## config.mk

```make
export PLATFORM = sky130hd
export DESIGN_NAME = mem_loader
export DESIGN_NICKNAME = d
export VERILOG_FILES = /design/src/rtl/mem_loader_pkg.sv /design/src/rtl/mem_loader_checksum.sv /design/src/rtl/mem_loader.sv
export SDC_FILE = /design/constraint.sdc
export NUM_CORES = 1
export LEC_CHECK = 0
export ABC_AREA = 1
export CAP_MARGIN = 20
export CORE_ASPECT_RATIO = 1.25
export CORE_MARGIN = 2
export CORE_UTILIZATION = 50
export CTS_BUF_LIST = sky130_fd_sc_hd__clkbuf_16
export DETAILED_ROUTE_END_ITERATION = 12
export GPL_TIMING_DRIVEN = 0
export PLACE_DENSITY = 0.75
export SYNTH_ARGS = -nofsm -noshare
export SYNTH_HDL_FRONTEND = slang
export SYNTH_SLANG_ARGS = --single-unit
```

## constraint.sdc

```tcl
create_clock -name clk -period 2.9 [get_ports clk]
set_input_delay 0.29 -clock clk [delete_from_list [all_inputs] [get_ports clk]]
set_output_delay 0.29 -clock clk [all_outputs]
set_load 0.005 [all_outputs]
```

## src/rtl/mem_loader_pkg.sv

```systemverilog
// Shared SAP RAM geometry and loader FSM encodings.
// Also imported by the RAM model so both sides agree on widths.
package mem_loader_pkg;

    localparam int SAP_ADDR_WIDTH = 4;
    localparam int SAP_DATA_WIDTH = 8;

    typedef enum logic [2:0] {
        ST_IDLE      = 3'd0,
        ST_WAIT_DATA = 3'd1,
        ST_SETUP     = 3'd2,
        ST_WRITE     = 3'd3,
        ST_HOLD      = 3'd4,
        ST_RD_ADDR   = 3'd5,
        ST_RD_SAMPLE = 3'd6,
        ST_CHECK     = 3'd7
    } state_t;

endpackage

```

## src/rtl/mem_loader_checksum.sv

```systemverilog
// Mod-2^DATA_WIDTH running sum with synchronous clear and add.
// Latency: sum reflects an add on the next rising edge; clear wins over add.
// Backpressure: none, accepts an add every cycle.
module mem_loader_checksum
    import mem_loader_pkg::*;
#(
    parameter int DATA_WIDTH = SAP_DATA_WIDTH
) (
    input  logic                  clk,
    input  logic                  rst_n,
    input  logic                  clr,
    input  logic                  add_vld,
    input  logic [DATA_WIDTH-1:0] add_dat,
    output logic [DATA_WIDTH-1:0] sum
);

    always_ff @(posedge clk or negedge rst_n) begin
        if (!rst_n) begin
            sum <= '0;
        end else if (clr) begin
            sum <= '0;
        end else if (add_vld) begin
            sum <= sum + add_dat;
        end
    end

endmodule

```

## src/rtl/mem_loader.sv

```systemverilog
// Byte-stream programmer for the SAP RAM: writes every word in order, then reads back and compares sums.
// Latency: 3+WE_PULSE cycles per accepted byte, then 2*DEPTH+1 verify cycles before done.
// Backpressure: in_ready is high only while waiting for a byte; a stalled producer just parks the FSM.
module mem_loader
    import mem_loader_pkg::*;
#(
    parameter int ADDR_WIDTH = SAP_ADDR_WIDTH,
    parameter int DATA_WIDTH = SAP_DATA_WIDTH,
    parameter int WE_PULSE   = 1
) (
    input  logic                  clk,
    input  logic                  rst_n,
    input  logic                  start,
    input  logic                  abort,
    input  logic                  in_valid,
    input  logic [DATA_WIDTH-1:0] in_data,
    output logic                  in_ready,
    output logic [ADDR_WIDTH-1:0] mem_address,
    output logic [DATA_WIDTH-1:0] mem_data,
    output logic                  mem_write_enable,
    output logic                  mem_enable,
    input  logic [DATA_WIDTH-1:0] mem_bus,
    output logic                  busy,
    output logic                  done,
    output logic                  error
);

    localparam int                 PULSE_W    = (WE_PULSE > 1) ? $clog2(WE_PULSE) : 1;
    localparam logic [PULSE_W-1:0] PULSE_LAST = PULSE_W'(WE_PULSE - 1);

    state_t                state, state_nxt;
    logic [PULSE_W-1:0]    pulse_cnt, pulse_cnt_nxt;
    logic [ADDR_WIDTH-1:0] addr_nxt;
    logic [DATA_WIDTH-1:0] data_nxt;
    logic [DATA_WIDTH-1:0] wr_sum, rd_sum;
    logic                  we_n_nxt, oe_n_nxt, busy_nxt, done_nxt, error_nxt;
    logic                  kill, addr_last, load_go, wr_add, rd_add;

    assign kill      = abort && (state != ST_IDLE);
    assign addr_last = &mem_address;
    assign load_go   = (state == ST_IDLE) && start;
    assign in_ready  = (state == ST_WAIT_DATA);
    assign wr_add    = in_ready && in_valid && !kill;
    assign rd_add    = (state == ST_RD_SAMPLE) && !kill;

    mem_loader_checksum #(.DATA_WIDTH(DATA_WIDTH)) u_wr_sum (
        .clk     (clk),
        .rst_n   (rst_n),
        .clr     (load_go),
        .add_vld (wr_add),
        .add_dat (in_data),
        .sum     (wr_sum)
    );

    mem_loader_checksum #(.DATA_WIDTH(DATA_WIDTH)) u_rd_sum (
        .clk     (clk),
        .rst_n   (rst_n),
        .clr     (load_go),
        .add_vld (rd_add),
        .add_dat (mem_bus),
        .sum     (rd_sum)
    );

    always_ff @(posedge clk or negedge rst_n) begin
        if (!rst_n) begin
            state            <= ST_IDLE;
            pulse_cnt        <= '0;
            mem_address      <= '0;
            mem_data         <= '0;
            mem_write_enable <= 1'b1;
            mem_enable       <= 1'b1;
            busy             <= 1'b0;
            done             <= 1'b0;
            error            <= 1'b0;
        end else begin
            state            <= state_nxt;
            pulse_cnt        <= pulse_cnt_nxt;
            mem_address      <= addr_nxt;
            mem_data         <= data_nxt;
            mem_write_enable <= we_n_nxt;
            mem_enable       <= oe_n_nxt;
            busy             <= busy_nxt;
            done             <= done_nxt;
            error            <= error_nxt;
        end
    end

    always_comb begin
        state_nxt = state;
        if (kill) begin
            state_nxt = ST_IDLE;
        end else begin
            case (state)
                ST_IDLE:      if (start) state_nxt = ST_WAIT_DATA;
                ST_WAIT_DATA: if (in_valid) state_nxt = ST_SETUP;
                ST_SETUP:     state_nxt = ST_WRITE;
                ST_WRITE:     if (pulse_cnt == PULSE_LAST) state_nxt = ST_HOLD;
                ST_HOLD:      state_nxt = addr_last ? ST_RD_ADDR : ST_WAIT_DATA;
                ST_RD_ADDR:   state_nxt = ST_RD_SAMPLE;
                ST_RD_SAMPLE: state_nxt = addr_last ? ST_CHECK : ST_RD_ADDR;
                ST_CHECK:     state_nxt = ST_IDLE;
                default:      state_nxt = ST_IDLE;
            endcase
        end
    end

    // Strobes are decoded from the next state so they are registered yet aligned with it;
    // since WRITE and the read states are disjoint, the two strobes can never overlap.
    always_comb begin
        addr_nxt      = mem_address;
        data_nxt      = mem_data;
        busy_nxt      = busy;
        done_nxt      = done;
        error_nxt     = error;
        pulse_cnt_nxt = (state == ST_WRITE) ? pulse_cnt + 1'b1 : '0;
        we_n_nxt      = (state_nxt != ST_WRITE);
        oe_n_nxt      = !((state_nxt == ST_RD_ADDR) || (state_nxt == ST_RD_SAMPLE));
        if (kill) begin
            busy_nxt  = 1'b0;
            done_nxt  = 1'b0;
            error_nxt = 1'b1;
        end else begin
            case (state)
                ST_IDLE: begin
                    if (start) begin
                        addr_nxt  = '0;
                        busy_nxt  = 1'b1;
                        done_nxt  = 1'b0;
                        error_nxt = 1'b0;
                    end
                end
                ST_WAIT_DATA: if (in_valid) data_nxt = in_data;
                ST_HOLD:      addr_nxt = addr_last ? '0 : mem_address + 1'b1;
                ST_RD_SAMPLE: if (!addr_last) addr_nxt = mem_address + 1'b1;
                ST_CHECK: begin
                    done_nxt = 1'b1;
                    busy_nxt = 1'b0;
                    // if/else rather than != so an unknown readback lands on the mismatch branch
                    if (wr_sum == rd_sum) error_nxt = 1'b0;
                    else                  error_nxt = 1'b1;
                end
                default: ;
            endcase
        end
    end

endmodule
```

# Word level (Yosys, flattened, before mapping)
# Cells that the tools add are included.
[word_totals]
ff_bits = 37
output_inout_bits = 18
[op_classes]
n_reduce_logical = 18
n_bitwise = 1
mux = 25
addsub = 4
eq_ne = 14
[op_table]
columns = ["op", "count"]
rows = [
  ["8-bit two-way mux", 4],
  ["3-bit case mux with 8 select lines", 1],
  ["3-bit == test (second input constant)", 6],
  ["8-bit adder", 2],
  ["3-bit two-way mux", 5],
  ["4-bit two-way mux", 3],
  ["4-bit case mux with 3 select lines", 1],
  ["3-bit nonzero test", 3],
  ["8-bit == test", 1],
  ["4-bit AND reduction", 2],
  ["1-bit two-way mux", 7],
  ["3-bit by 2-bit == test with 1-bit output (second input constant)", 2],
  ["1-bit case mux with 2 select lines", 3],
  ["1-bit logical AND", 5],
  ["4-bit by 1-bit adder with 4-bit output (second input constant)", 1],
  ["2-bit != test (second input constant)", 2],
  ["2-bit nonzero test", 2],
  ["3-bit by 1-bit == test with 1-bit output (second input constant)", 1],
  ["3-bit zero test", 1],
  ["3-bit by 2-bit != test with 1-bit output (second input constant)", 1],
  ["3-bit != test (second input constant)", 1],
  ["3-bit AND reduction", 1],
  ["1-bit zero test", 2],
  ["2-bit two-way mux", 1],
  ["other kinds (4)", 4],
]

# Depth between registers and ports, before layout
[logic_depth]
word_depth = 7
ltp_mapped = 9

# Modules after synthesis
# From an unflattened synthesis, not the netlist that was laid out.
[unflattened]
hier_cells = 308
area_unflattened_um2 = 2408.6
[modules_own_cells]
columns = ["mod", "n_inst", "seq_area_each_um2", "area_per_inst_um2", "cells_each"]
rows = [
  ["mem_loader_checksum", 2, 200.2, 621.8, 80],
  ["mem_loader", 1, 528.0, 1164.9, 148],
]

# Worst setup path after synthesis
# OpenSTA, ideal clock, no wires.
[synth_path]
path_type = "reg-to-reg"
from = "reg u_wr_sum.sum[0]"
to = "reg u_wr_sum.sum[6]"
arrival_time_ns = 1.348
stages_incl_launch_ff = 10
setup_slack_ns = 1.436
t_required_ns = 2.783
path_cell_list = "dfrtp_1 > ha_1 > inv_1 > fa_1 > inv_1 > nand4_1 > nand3_1 > nand2_1 > nand3_2 > nand2_1"
[synth_via]
elab_chain_cells = 3
[synth_rtl]
columns = ["element", "line_no", "source"]
rows = [
  ["start, declared", "mem_loader_checksum.sv:14", "output logic [DATA_WIDTH-1:0] sum"],
  ["start signal, assigned", "mem_loader_checksum.sv:23", "sum <= sum + add_dat;"],
  ["8-bit adder", "mem_loader_checksum.sv:23", ""],
  ["8-bit two-way mux", "mem_loader_checksum.sv:22", "end else if (add_vld) begin"],
  ["8-bit two-way mux", "mem_loader_checksum.sv:20", "end else if (clr) begin"],
]
# Every way passes these cells. The select of a mux whose other input is x is not followed.
# A chain may end at the register's enable or synchronous reset.

# Worst setup path after layout
[layout_path]
from = "reg state[2]"
to = "out in_ready"
[layout_via]
elab_chain_cells = 1
[layout_rtl]
columns = ["element", "line_no", "source"]
rows = [
  ["start, declared", "mem_loader.sv:31", "state_t state, state_nxt;"],
  ["start signal, assigned", "mem_loader.sv:76", "state <= state_nxt;"],
  ["3-bit by 1-bit == test with 1-bit output", "mem_loader.sv:42", "assign in_ready = (state == ST_WAIT_DATA);"],
  ["end, declared", "mem_loader.sv:17", "output logic in_ready,"],
]
# Every way passes these cells.

==> results.ini <==
[cells_and_area]
final_nets=408
final_area_um2=3150
syn_to_final_growth_pct=23.1
n_antenna_cell=0
final_core_util_pct=62.9
drive_gt1_share_pct=11.3

[grt]
grt_max_degree=38
grt-ovfl-total=0
grt_pass1_vias=2002
antenna_found_initial=0
grt_pass1_wl_mm=8.73
grtUsageTotal_pct=19.8

[synth]
ys_ff_latch=37
postSynth.asyncResetShare_pct=100
synth_edf_count=0
synthCells=325
synthFlopType=dfrtp_1
ys_seq_area_share_pct=36.3
synth.net_count=363
synth_area_per_cell_um2=7.88
post-synth-top-area-fraction_pct=34.2
synth.area.top_cells=dfrtp_1 (34%), nand2_1 (17%), ha_1 (7.3%)
yosys.area.top_type=dfrtp_1
netlist_area_um2=2560
yosysWarnings=0
yosysUniqueCellTypes=33

[power]
p_seq_share_pct=30.5
leakagePower_nw=1.61
power_frac_clock_pct=20.3
p_switching_mw=1.01
power_density_nw_per_um2=808
p_int_mw=1.53
switching_share_pct=39.8
p_comb_share_pct=49.3
peakVddDrop_v=0.000428

[timing]
drv_slew=0
period_needed_ns=1.84
grt_setup_unrepaired=false
hold_slack_ns=0.113
tightestPinTransition_ns=0.826
slew_headroom_pct=45.0
finalSetupViolations=0
setup_tns_ns=0
finClkSkew_ns=0.00650
max_clock_freq_mhz=544
fin_crit_sh_pct=63.4
finalHoldViolCount=0

[placement]
place.gp.congestion=0.824
hpwl_mm=4.05
port_buffers=38
dpl_cell_area_um2=3010

[die]
core_um2=5010
start_util_pct=51.1
rows=29
die_y_um=84
die_area_um2=5710
die_x_um=68
io_pins=39

[clock_network]
clk_latency_ns=0.28
cts_hold_buf=0
cts.clk_slew.worst_paths_ns=0.05
cts_setup_buffers=0
ctsResizeCount=0
cts_buffers=5
cts_tree=yes
htreeDepth=2
cts_root_buffer=clkbuf_16
clockBufferDepth=2
cts.sinks=37

[outcome]
outcome=finished, final reports clean

[drt]
drt_wl_total_mm=5.20
drc_errors=0
detail_route.first_pass.iterations=4
antenna_left=0
wl_per_cell_um=12.0
vias=2177
viasPerCell=5.03
first_iter_violations=96

[setup_path]
start_kind=flop
crit_fanout=9
critPathRequiredTime_ns=2.61
arrival_ns=1.55
r2r_slack_ns=1.30
endpoint_kind=output pin
critPathKind=flop to output pin

[min_path]
hold_path.class=primary input to async pin

[job]
max_cap_viol_count=0

## layout make-up
cell class / count / area [µm²]
inverter: 42 / 175
clock buffer: 5 / 125
multi-input combinational: 242 / 1410
sequential: 37 / 928
buffer: 4 / 45.0
tap: 62 / 77.6
clock inverter: 3 / 13.8
fill: 452 / 1860
timing repair buffer: 38 / 375
## cells by family (layout without fill, tap and decap cells)
group / count (synthesis) / after routing / share of synthesized area [%]
flops: 37 / 37 / 36.3
simple gates: 178 / 178 / 34.4
xor+xnor: 14 / 14 / 4.79
fa+ha+maj: 17 / 17 / 8.90
buf+inv: 46 / 92 / 8.60
compound gates: 33 / 33 / 7.09
## path summary, 6_finish.rpt
check | from | endpoint | cells past startpoint
max | state[2]$_DFF_PN0_ | in_ready | 4
min | rst_n | error$_DFFE_PN0P_ | 1
max reg2reg | u_wr_sum.sum[0]$_DFFE_PN0P_ | u_wr_sum.sum[6]$_DFFE_PN0P_ | 9
min reg2reg | busy$_DFFE_PN0P_ | busy$_DFFE_PN0P_ | 2
max in group asynchronous | rst_n | u_rd_sum.sum[7]$_DFFE_PN0P_ | 1
min in group clk | busy$_DFFE_PN0P_ | busy$_DFFE_PN0P_ | 2
## Yosys cell counts, types with 2 or more instances
library cell,instances
a21oi_1,12
nand3_1,16
nand4_1,7
nand2_1,113
o21ai_0,10
nand2_4,6
o21ai_1,7
nor2_1,17
nand3b_1,2
inv_6,2
buf_6,4
ha_1,15
fa_1,2
nand3_2,4
xor2_1,5
nor2_2,2
xnor2_1,9
dfrtp_1,35
dfstp_2,2
nor3_1,3
inv_1,36
nor2_4,3
inv_4,3
## power by group through the flow
stage	Sequential, mW	Clock [mW]	Combinational, mW
6_report	0.777	0.516	1.26
5_1_grt	0.794	0.555	1.41
3_3_place_gp	0.783	0	1.23
3_5_place_dp	0.786	0	1.26
4_1_cts	0.779	0.530	1.27
2_1_floorplan	0.771	0	0.881
## flip-flops by register name, summed over array words and instances, names as in the netlist
| name | flops |
|---|---|
| state | 3 |
| done | 1 |
| mem_write_enable | 1 |
| mem_data | 8 |
| pulse_cnt | 1 |
| u_wr_sum.sum | 8 |
| busy | 1 |
| mem_address | 4 |
| mem_enable | 1 |
| error | 1 |
| u_rd_sum.sum | 8 |
## worst max-delay path: stages, from the launching register on
cell and delay [ns]:
dfrtp_1 0.45, inv_4 0.16, nand3_4 0.11, inv_1 0.06, clkdlybuf4s50_1 0.48
## cell usage in the layout (no fill, tap or decap), drive strengths merged
| cell type | netlist | routed |
|---|---|---|
| nand2 | 120 | 120 |
| inv | 42 | 43 |
| clkdlybuf4s50 | 0 | 37 |
| dfrtp | 35 | 35 |
| nor2 | 23 | 23 |
| nand3 | 21 | 21 |
| o21ai | 17 | 17 |
| ha | 15 | 15 |
| a21oi | 13 | 13 |
| xnor2 | 9 | 9 |
| nand4 | 7 | 7 |
| xor2 | 5 | 5 |
| clkbuf | 0 | 5 |
| buf | 4 | 5 |
| nor3 | 3 | 3 |
| nand3b | 3 | 3 |
| fa | 2 | 2 |
| clkinv | 0 | 2 |
| dfstp | 2 | 2 |
| o22ai | 2 | 2 |
| or2 | 1 | 1 |
| a22o | 1 | 1 |
## through the flow
step | total power, mW | worst slack, ns | std cells
6_report | 2.55 | 1.06 | 433
5_1_grt | 2.76 | 0.983 | 433
3_5_place_dp | 2.05 | 0.859 | 425
3_3_place_gp | 2.01 | 0.633 | 425
2_1_floorplan | 1.65 | 1.44 | 325
4_1_cts | 2.58 | 1.05 | 433
## metal layers
metal | vias up | track usage (%) | share of wire, % | wire length (µm)
met5 | - | 0 | 0 | 0
met4 | 0 | 4.91 | 0.94 | 49
met3 | 5 | 4.18 | 4.4 | 228
met2 | 41 | 35.2 | 53 | 2760
met1 | 1012 | 23.5 | 42 | 2160
li1 | 1119 | - | - | -
(Power assumes the default switching activity.)
==> RTL change, RTL diff (same flow settings) <==
Set the package constant `SAP_DATA_WIDTH` to 7 (it was 8).
--- a/src/rtl/mem_loader_pkg.sv
+++ b/src/rtl/mem_loader_pkg.sv
@@ -5,3 +5,3 @@
     localparam int SAP_ADDR_WIDTH = 4;
-    localparam int SAP_DATA_WIDTH = 8;
+    localparam int SAP_DATA_WIDTH = 7;
 
Ports: changed (resized in_data, mem_bus and mem_data); port bits go from 39 to 36. The function was not compared with the original's and may differ.
==> RTL change against the original RTL <==
  * Maximum frequency rose by 1.5%
  * Combinational power fell by 25%
  * Sequential share of layout area rose by 2.4 points
  * Setup slack improved by 0.026 ns
  * Register-to-register slack got worse by 0.08 ns
  * Routed wire length fell by 15%
  * Final area fell by 15%
  * Total power fell by 15%
  * Count of clock-buffer cells in the layout did not move
  * Sequential cell count fell by 3
  * Core utilization rose by 2.4 points
  * Area after synthesis fell by 17%
  * Cell count fell by 15%
  * Critical path type unchanged
==> RTL change: results (changes against the original RTL) <==
[run_status]
status=finished, final reports clean

[sta]
worstMarginPinSlew_ns=0.750  ; -0.0752 ns
fin_hold_ws_ns=0.0808  ; -0.0317 ns
skew_ns=0.00394  ; -0.00256 ns

[worst_setup_path]
cp_max_fo=4  ; -5
worst-r2r-setup-slack_ns=1.22  ; -0.08 ns
r2r_end=u_wr_sum.sum[4]
ff2ff_path_depth=6  ; -3
cp_data_arrival_time_ns=1.52  ; -0.03 ns

[power_and_ir_drop]
p_int_mw=1.35  ; -12%
ir_drop_v=0.000431  ; +0.62%
leakagePower_nw=1.35  ; -16%

[grt]
track_usage_pct=20.3  ; +0.42 points
grt_pass1_wl_mm=7.89  ; -9.6%
grt_max_degree=35  ; -7.9%
grt_pass1_vias=1844  ; -7.9%

[routing]
wl_per_cell_um=12.0  ; -0.29%
wl_met2_mm=2.37  ; -14%
wl_met1_mm=1.88  ; -13%
num_vias=1862  ; -14%

[synth]
synth.area.top_cells=dfrtp_1 38%, nand2_1 16%, ha_1 7.7%
yosysSeqAreaShare_pct=40.2  ; +3.9 points
ys_types=26  ; -21%
synthTopCellsByCount=88 x nand2_1, 32 x dfrtp_1, 29 x inv_1, 21 x nand3_1, 13 x ha_1
syn_nets=304  ; -16%

[placed_design]
gp_congestion=0.827  ; +0.46%
hpwl_mm=3.43  ; -15%

[layout]
nNetsFinal=346  ; -15%
layout-drive-gt1-share_pct=11.2  ; -0.14 points
largest_registers=mem_data (7), u_rd_sum.sum (7), u_wr_sum.sum (7)

RTL change: worst max path at each step:
stage	start	to	slack, ns	cells past startpoint
after floorplan	u_rd_sum.sum[0]	u_rd_sum.sum[4]	1.43	6
after global placement	rst_n	mem_data[5]	0.79	1
after detailed placement	in_data[0]	u_wr_sum.sum[4]	0.91	7
after CTS	state[0]	in_ready	1.09	5
after global routing	state[0]	in_ready	1.02	5
final	state[0]	in_ready	1.09	5
RTL change: layer usage:
layer | GRT usage (%) | vias to the layer above
met2 | 38.5 | 28
li1 | - | 952
met1 | 23.0 | 876
met5 | 0 | -
met3 | 3.67 | 6
met4 | 5.56 | 0
RTL change: area by class of cell:
type	count	area (µm²)
clock buffer	5	125
timing repair buffer	35	345
multi-input combinational	199	1110
clock inverter	3	16.3
sequential	34	853
tap	56	70.1
fill	383	1420
buffer	2	22.5
inverter	35	131
RTL change: cell families (layout without fill, tap and decap cells):
logic type | count (synthesis) | count (layout) | synth area share [%]
compound gates | 29 | 29 | 7.55
flops | 34 | 34 | 40.2
xor+xnor | 12 | 12 | 4.95
fa+ha+maj | 15 | 15 | 9.55
simple gates | 143 | 143 | 30.5
buf+inv | 37 | 80 | 7.25
RTL change: worst max-delay path, stage by stage (launching register included):
cell and delay [ns]:
dfrtp_1 0.39, inv_1 0.13, nor2_4 0.13, nand2_1 0.06
inv_1 0.05, clkdlybuf4s50_1 0.48
RTL change: power by group through the flow:
| stage | clock network, mW | logic (mW) | registers, mW |
|---|---|---|---|
| 5_1_grt | 0.537 | 1.07 | 0.737 |
| 3_5_place_dp | 0 | 0.946 | 0.728 |
| 6_report | 0.505 | 0.948 | 0.721 |
| 4_1_cts | 0.508 | 0.954 | 0.721 |
| 2_1_floorplan | 0 | 0.617 | 0.713 |
| 3_3_place_gp | 0 | 0.920 | 0.726 |
RTL change: through the flow:
step	setup slack (ns)	area (µm²)	cells	util (%)	power, mW
after floorplan	1.43	2120	270	-	1.33
after global placement	0.790	2540	361	62.0	1.65
after detailed placement	0.910	2540	361	61.9	1.67
after CTS	1.09	2680	369	65.4	2.18
after global routing	1.02	2680	369	65.4	2.34
final	1.09	2680	369	65.4	2.17
